--- src/rtl/byte_stream_packer.sv ---
// Packs an 8-bit AXI-Stream byte stream into DATA_BYTES-wide words with a valid-byte count.
// Optional macro STREAM_PACK_TRUNC_EN: one word per packet; over-long packets are truncated and flagged.
module byte_stream_packer #(
  parameter int DATA_BYTES = 16
) (
  input  logic                    clk,
  input  logic                    rst_n,
  input  logic [7:0]              s_tdata,
  input  logic                    s_tvalid,
  output logic                    s_tready,
  input  logic                    s_tlast,
  output logic [DATA_BYTES*8-1:0] o_data,
  output logic                    o_tvalid,
  input  logic                    o_tready,
  output logic [7:0]              o_len,
  output logic                    o_last,
  output logic                    o_overflow
);
  localparam int CNT_W = $clog2(DATA_BYTES + 1);
  localparam int W     = DATA_BYTES * 8;

`ifdef STREAM_PACK_TRUNC_EN
  typedef enum logic [1:0] {FILL, EMIT, DROP} state_t;
`else
  typedef enum logic {FILL, EMIT} state_t;
`endif

  state_t           r_state;
  logic [CNT_W-1:0] r_cnt;
  logic [W-1:0]     r_acc;
  logic [W-1:0]     r_data;
  logic [7:0]       r_len;
  logic             r_s_tready;
  logic             r_tvalid;
  logic             r_last;
`ifdef STREAM_PACK_TRUNC_EN
  logic             r_overflow;
`endif

  logic [W-1:0]     w_word;
  logic [8:0]       w_cnt_p1;
  logic             w_full;
  logic             w_byte_xfer;
  logic             w_word_xfer;

  assign w_cnt_p1    = 9'(r_cnt) + 9'd1;
  assign w_full      = (w_cnt_p1 == 9'(DATA_BYTES));
  assign w_byte_xfer = s_tvalid && r_s_tready;
  assign w_word_xfer = r_tvalid && o_tready;

  // Incoming byte overlays lane r_cnt; lanes above it are still zero in the accumulator.
  generate
    for (genvar gi = 0; gi < DATA_BYTES; gi++) begin : g_lane
      assign w_word[gi*8 +: 8] = (r_cnt == CNT_W'(gi)) ? s_tdata : r_acc[gi*8 +: 8];
    end
  endgenerate

  always_ff @(posedge clk or negedge rst_n) begin
    if (!rst_n) begin
      r_state    <= FILL;
      r_cnt      <= '0;
      r_acc      <= '0;
      r_data     <= '0;
      r_len      <= '0;
      r_s_tready <= 1'b0;
      r_tvalid   <= 1'b0;
      r_last     <= 1'b0;
`ifdef STREAM_PACK_TRUNC_EN
      r_overflow <= 1'b0;
`endif
    end else begin
      case (r_state)
        FILL: begin
          r_s_tready <= 1'b1;
          if (w_byte_xfer) begin
            if (w_full || s_tlast) begin
              r_data     <= w_word;
              r_len      <= w_cnt_p1[7:0];
              r_acc      <= '0;
              r_cnt      <= '0;
              r_tvalid   <= 1'b1;
              r_s_tready <= 1'b0;
              r_state    <= EMIT;
`ifdef STREAM_PACK_TRUNC_EN
              // Every word closes its packet; a full word without tlast means the rest is dropped.
              r_last     <= 1'b1;
              r_overflow <= !s_tlast;
`else
              r_last     <= s_tlast;
`endif
            end else begin
              r_acc <= w_word;
              r_cnt <= r_cnt + CNT_W'(1);
            end
          end
        end
        EMIT: begin
          if (w_word_xfer) begin
            r_tvalid   <= 1'b0;
            r_s_tready <= 1'b1;
`ifdef STREAM_PACK_TRUNC_EN
            r_state    <= r_overflow ? DROP : FILL;
`else
            r_state    <= FILL;
`endif
          end
        end
`ifdef STREAM_PACK_TRUNC_EN
        DROP: begin
          r_s_tready <= 1'b1;
          if (w_byte_xfer && s_tlast) begin
            r_state <= FILL;
          end
        end
`endif
        default: r_state <= FILL;
      endcase
    end
  end

  assign s_tready = r_s_tready;
  assign o_data   = r_data;
  assign o_tvalid = r_tvalid;
  assign o_len    = r_len;
  assign o_last   = r_last;
`ifdef STREAM_PACK_TRUNC_EN
  assign o_overflow = r_overflow;
`else
  assign o_overflow = 1'b0;
`endif

endmodule

--- config.mk ---
export PLATFORM = sky130hd
export DESIGN_NAME = byte_stream_packer
export DESIGN_NICKNAME = d
export VERILOG_FILES = /design/src/rtl/byte_stream_packer.sv
export SDC_FILE = /design/constraint.sdc
export NUM_CORES = 1
export LEC_CHECK = 0
export ABC_AREA = 1
export ABC_CLOCK_PERIOD_IN_PS = 3000
export BUFFER_PORTS_ARGS = -buffer_cell sky130_fd_sc_hd__buf_2
export CORE_ASPECT_RATIO = 1.4
export CORE_MARGIN = 1
export CORE_UTILIZATION = 45
export DETAILED_ROUTE_END_ITERATION = 12
export PLACE_DENSITY = 0.72
export SYNTH_ARGS = -nofsm -noshare
export SYNTH_HDL_FRONTEND = slang
export SYNTH_SLANG_ARGS = --single-unit
--- constraint.sdc ---
create_clock -name clk -period 3 [get_ports clk]
set_clock_uncertainty 0.1 [all_clocks]
set_input_delay 0.75 -clock clk [delete_from_list [all_inputs] [get_ports clk]]
set_output_delay 0.75 -clock clk [all_outputs]
set_load 0.05 [all_outputs]
; ---- Yosys cells after proc, flatten, opt, wreduce, memory -nomap -nowiden
; Index checks and enable logic that the tools add are counted.
[totals]
register_bits = 273
inputBits = 13
output_inout_bits = 140
wordCells = 67
[op_classes]
addsub = 2
eq_ne = 19
n_mux = 30
bitwise = 1
n_reduce_logical = 7
[ops]
columns = cell, count
row1 = 2-to-1 mux 128 bit, 1
row2 = 2-to-1 mux 8 bit, 16
row3 = equality test 5 x 4 -> 1 bit (second input constant), 8
row4 = equality test 5 x 3 -> 1 bit (second input constant), 4
row5 = equality test 5 x 2 -> 1 bit (second input constant), 2
row6 = 2-to-1 mux 1 bit, 9
row7 = adder 5 x 1 -> 6 bit (second input constant), 1
row8 = equality test 6 x 5 -> 1 bit (second input constant), 1
row9 = one-hot mux 1 bit (2 select lines), 3
row10 = AND reduction 3 bit, 2
row11 = adder 5 x 1 -> 5 bit (second input constant), 1
row12 = equality test 5 x 1 -> 1 bit (second input constant), 1
row13 = logical NOT 5 bit, 1
row14 = 2-to-1 mux 5 bit, 1
row15 = != test 2 bit (second input constant), 2
row16 = logical AND 1 bit, 2
row17 = != test 2 x 1 -> 1 bit (second input constant), 1
row18 = AND reduction 2 bit, 1
row19 = logical OR 1 bit, 1
row20 = inverter 1 bit, 1

; ---- Depth between registers and ports, before layout
[depth]
ltp_word = 6
ltp_mapped = 14
mapped_depth_nobuf = 12

; ---- Least setup slack after synthesis
; Ideal clock, no wire load.
[synth_timing]
path_type = register -> register
start = register r_cnt[0]
end = register r_data[100], in the netlist o_data[100]
setup_ns = 0.119
t_arrival_ns = 2.030
required_time_ns = 2.781
setup_slack_ns = 0.751
path_stages_with_launch = 15
n_path_buf = 2
period_less_slack_ns = 2.249
cell_sequence = dfrtp_1 > ha_1 > inv_1 > nor2_1 > ha_1 > inv_1 > nand3_1 > nor2_1 > nand2_4 > nand2_1 > nand2_1 > buf_4 > buf_2 > nand2_1 > nand2_1
[synth_via]
elab_chain_len = 4
word_cells_on_any_way = 6
classes_between = add/sub: 1 / eq/ne: 2 / mux: 1 / reduce/logical: 2
[synth_lines]
columns = item, line_no
row1 = "start, declared", 29  ; logic [CNT_W-1:0] r_cnt;
row2 = "start signal, assigned", 93  ; r_cnt <= r_cnt + CNT_W'(1);
row3 = adder 5 x 1 -> 6 bit, 46  ; assign w_cnt_p1 = 9'(r_cnt) + 9'd1;
row4 = equality test 6 x 5 -> 1 bit, 47  ; assign w_full = (w_cnt_p1 == 9'(DATA_BYTES));
row5 = logical OR 1 bit, 76  ; if (w_full || s_tlast) begin
row6 = AND reduction 3 bit (no source line), -
row7 = "end signal, assigned", 77  ; r_data <= w_word;
row8 = "end, declared", 31  ; logic [W-1:0] r_data;
; Several ways; a longest one is shown, not always the timed one.
; A chain may end at the register's enable or synchronous reset.

; ---- Final worst setup path
[layout_timing]
start = register r_cnt[0]
end = register r_data[56], in the netlist o_data[56]
; Same word-level chain as after synthesis.

==> metrics.yaml <==
outcome: "complete, no violations"
clkPwrFrac: 0.468
placement_rows: 71
clk_pin_slew_worst_paths_ps: 60
synth_warnings: 0
antenna_violating_nets_post_route: 0
cts_setup_buffers: 0
first_global_vias: 9793
timing.critical_path.arrival_ps: 2990
hpwl_um: 19300
numCtsBuffers: 26
share_seq_of_total_power: 0.503
crit_start: "r_cnt[0]"
synthDistinctLibCells: 20
total_congestion_overflow_after_global_routing: 0
floorplan.die.width_um: 142
max-clock-path-buffers: 3
final-max-slew-violation-count: 0
met2WireLength_um: 15300
wirelength_per_cell_um: 14.9
grt_antenna_before_repair: 0
layout-drive-gt1-share: 0.125
intPower_w: 0.00569
max_cap_violations: 0
power.share.switching: 0.217
floorplan.io_pins: 153
leak_pwr_nw: 7.89
fp.dieArea_mm2: 0.0281
timing.max_slew.rel_slack: 0.528
vias: 10511
detail_route.drc_violations: 0
syn-mean-instance-area_um2: 7.62
initial_core_util: 0.458
n_fill_cell: 2508
detail_route.vias_per_cell: 5.01
synthesis.instances: 1619
highest-signal-layer: "met4"
tritoncts_clock_tree: "built"
routed_wirelength_um: 31300
setup_violations: 0
worst_slew_pin_slew_ps: 708
power.combinational.fraction: 0.030
core_box_area_mm2: 0.0269
timing.critical_path.required_ps: 3370
irDropWorstVdd_v: 0.000433
worst_r2r_start: "r_cnt[0]"
drt_iter0_markers: 966
numPortBuffers: 149
setup_repair_after_global_routing_missed_its_margin: "no"
placement.setup.worst_slack_ps: 386
hold_viol_final: 0
worst_r2r_path_depth: 13
area_delta_synth_final_pct: 15.6
track_usage: 0.226
crit-reg2reg-capture: "o_data[56]"
setup_ws_ps: 377
crit_fanout: 70
holdCritPathClass: "input pin to asynchronous set/reset pin"
power_density_mw_per_mm2: 509
timing_worst_setup_path_type: "register to register"
endpoint_kind: "register"
nets: 1732
grt_max_degree: 102
worst_skew_pair_later_pin_latency_ps: 530
antennaDiodeCount: 0
gp_congestion: 0.812
drt_pre_antenna_iters: 5
clock_root_buffer_master: "sky130_fd_sc_hd__clkbuf_16"
p_sw_w: 0.00157
cp-start-kind: "register"
period_minus_slack_ps: 2620
cts_resized: 0
totalNegativeSetupSlack_ps: 0
chipHeight_um: 198
routed-wl-met3_um: 1510
post_synthesis_cell_area_mm2: 0.0123
synth_sequential_area_ratio: 0.550
final.period_utilization: 0.874
wl_met1_um: 13600
clock-sinks: 271
synth.ff_latch_count: 271
fmax_ghz: 0.381
timing.reg2reg.setup_slack_ps: 380
cts_max_level: 1
cts-hold-fix-buffers: 0
grt_first_pass_wirelength_um: 50700
-- metrics by stage --
stage	hold slack [ps]	utilization	cells	power [W]	instance area, µm²
2_1_floorplan	354	-	1621	0.00380	12300
3_3_place_gp	348	0.497	2051	0.00394	13400
3_5_place_dp	353	0.497	2051	0.00394	13400
4_1_cts	68.8	0.530	2097	0.00735	14300
5_1_grt	88.4	0.530	2097	0.00748	14300
6_report	59.1	0.530	2097	0.00727	14300
-- cell usage after synthesis, drive strengths merged --
| master | number | area share |
|---|---|---|
| ha | 5 | 0.0051 |
| dfrtp | 271 | 0.55 |
| inv | 145 | 0.044 |
| o22ai | 1 | 0.00051 |
| xor2 | 1 | 0.00071 |
| clkbuf | 53 | 0.016 |
| nand3 | 26 | 0.011 |
| conb | 1 | 0.00030 |
| nor2 | 133 | 0.040 |
| nand4 | 1 | 0.00051 |
| buf | 47 | 0.020 |
| o21ai | 261 | 0.11 |
| a21oi | 1 | 0.00041 |
| nand2 | 673 | 0.21 |
-- per-layer routing --
metal,vias up,global-route usage
li1,5153,-
met1,4971,0.306
met2,324,0.377
met3,63,0.0222
met4,0,0.0804
met5,-,0
-- worst max path at each step --
stage	endpoint	slack, ps	depth (start not counted)
after floorplan	o_data[100]	750	14
after global placement	r_state	470	12
after detailed placement	o_data[53]	390	12
after CTS	o_data[56]	350	13
after global routing	s_tready	150	13
final	o_data[56]	380	13
-- layout by cell type (no fill, tap or decap) --
master,count
sky130_fd_sc_hd__conb_1,3
sky130_fd_sc_hd__ha_1,5
sky130_fd_sc_hd__dfrtp_1,271
sky130_fd_sc_hd__o22ai_1,1
sky130_fd_sc_hd__inv_1,143
sky130_fd_sc_hd__buf_8,1
sky130_fd_sc_hd__nor2_4,1
sky130_fd_sc_hd__buf_4,8
sky130_fd_sc_hd__o21ai_0,260
sky130_fd_sc_hd__clkinv_2,4
sky130_fd_sc_hd__clkbuf_1,3
sky130_fd_sc_hd__buf_12,8
sky130_fd_sc_hd__xor2_1,1
sky130_fd_sc_hd__a21oi_1,1
sky130_fd_sc_hd__o21ai_1,1
sky130_fd_sc_hd__inv_6,1
sky130_fd_sc_hd__nand2_1,670
sky130_fd_sc_hd__nor2_1,132
sky130_fd_sc_hd__bufinv_16,2
sky130_fd_sc_hd__nand2_4,3
sky130_fd_sc_hd__nand3_1,24
sky130_fd_sc_hd__clkinvlp_4,1
sky130_fd_sc_hd__clkbuf_16,27
sky130_fd_sc_hd__nand3_4,1
sky130_fd_sc_hd__inv_4,1
sky130_fd_sc_hd__inv_2,1
sky130_fd_sc_hd__clkbuf_8,8
sky130_fd_sc_hd__nand3_2,1
sky130_fd_sc_hd__nand4_1,1
sky130_fd_sc_hd__buf_2,148
-- flip-flops by register name, summed over array words and instances, names as in the netlist --
| register | cells |
|---|---|
| s_tready | 1 |
| o_data | 128 |
| o_tvalid | 1 |
| o_len | 6 |
| r_cnt | 5 |
| r_state | 1 |
| o_last | 1 |
| r_acc | 128 |
-- cell type report --
cell class                      instances  area (µm²)  share of cell area
Sequential cell                       271        6780               0.475
Clock inverter                          8        96.3             0.00675
Tap cell                              365         457              0.0320
Timing Repair Buffer                  165         976              0.0684
Multi-Input combinational cell       1105        4610               0.323
Inverter                              145         547              0.0383
Clock buffer                           38         797              0.0559
-- critical path, cell delays in order (launching register included) --
cell and delay [ps]:
sky130_fd_sc_hd__dfrtp_1 450, sky130_fd_sc_hd__ha_1 280, sky130_fd_sc_hd__inv_1 80, sky130_fd_sc_hd__nor2_1 50
sky130_fd_sc_hd__ha_1 270, sky130_fd_sc_hd__inv_1 60, sky130_fd_sc_hd__nand3_1 80, sky130_fd_sc_hd__nor2_1 80
sky130_fd_sc_hd__nand2_4 150, sky130_fd_sc_hd__nand2_4 90, sky130_fd_sc_hd__nand2_4 60, sky130_fd_sc_hd__buf_4 540
sky130_fd_sc_hd__nand2_1 120, sky130_fd_sc_hd__nand2_1 90
-- power groups by stage --
| stage | Combinational (W) | Sequential (W) | Clock (W) |
|---|---|---|---|
| 6_report | 0.000215 | 0.00365 | 0.00340 |
| 5_1_grt | 0.000236 | 0.00365 | 0.00359 |
| 4_1_cts | 0.000220 | 0.00365 | 0.00348 |
| 3_5_place_dp | 0.000220 | 0.00372 | 0 |
| 3_3_place_gp | 0.000218 | 0.00372 | 0 |
| 2_1_floorplan | 0.0000735 | 0.00372 | 0 |
-- kinds of logic (layout without fill, tap and decap cells) --
| family | count (synthesis) | in the layout | share of synthesized area |
|---|---|---|---|
| simple gates | 833 | 833 | 0.257 |
| flops | 271 | 271 | 0.550 |
| compound gates | 263 | 263 | 0.107 |
| buf+inv | 245 | 356 | 0.0804 |
| fa+ha+maj | 5 | 5 | 0.00507 |
| other cells | 1 | 3 | 0.000304 |
| xor+xnor | 1 | 1 | 0.000710 |
No activity file was read; power rests on OpenSTA's default activity.
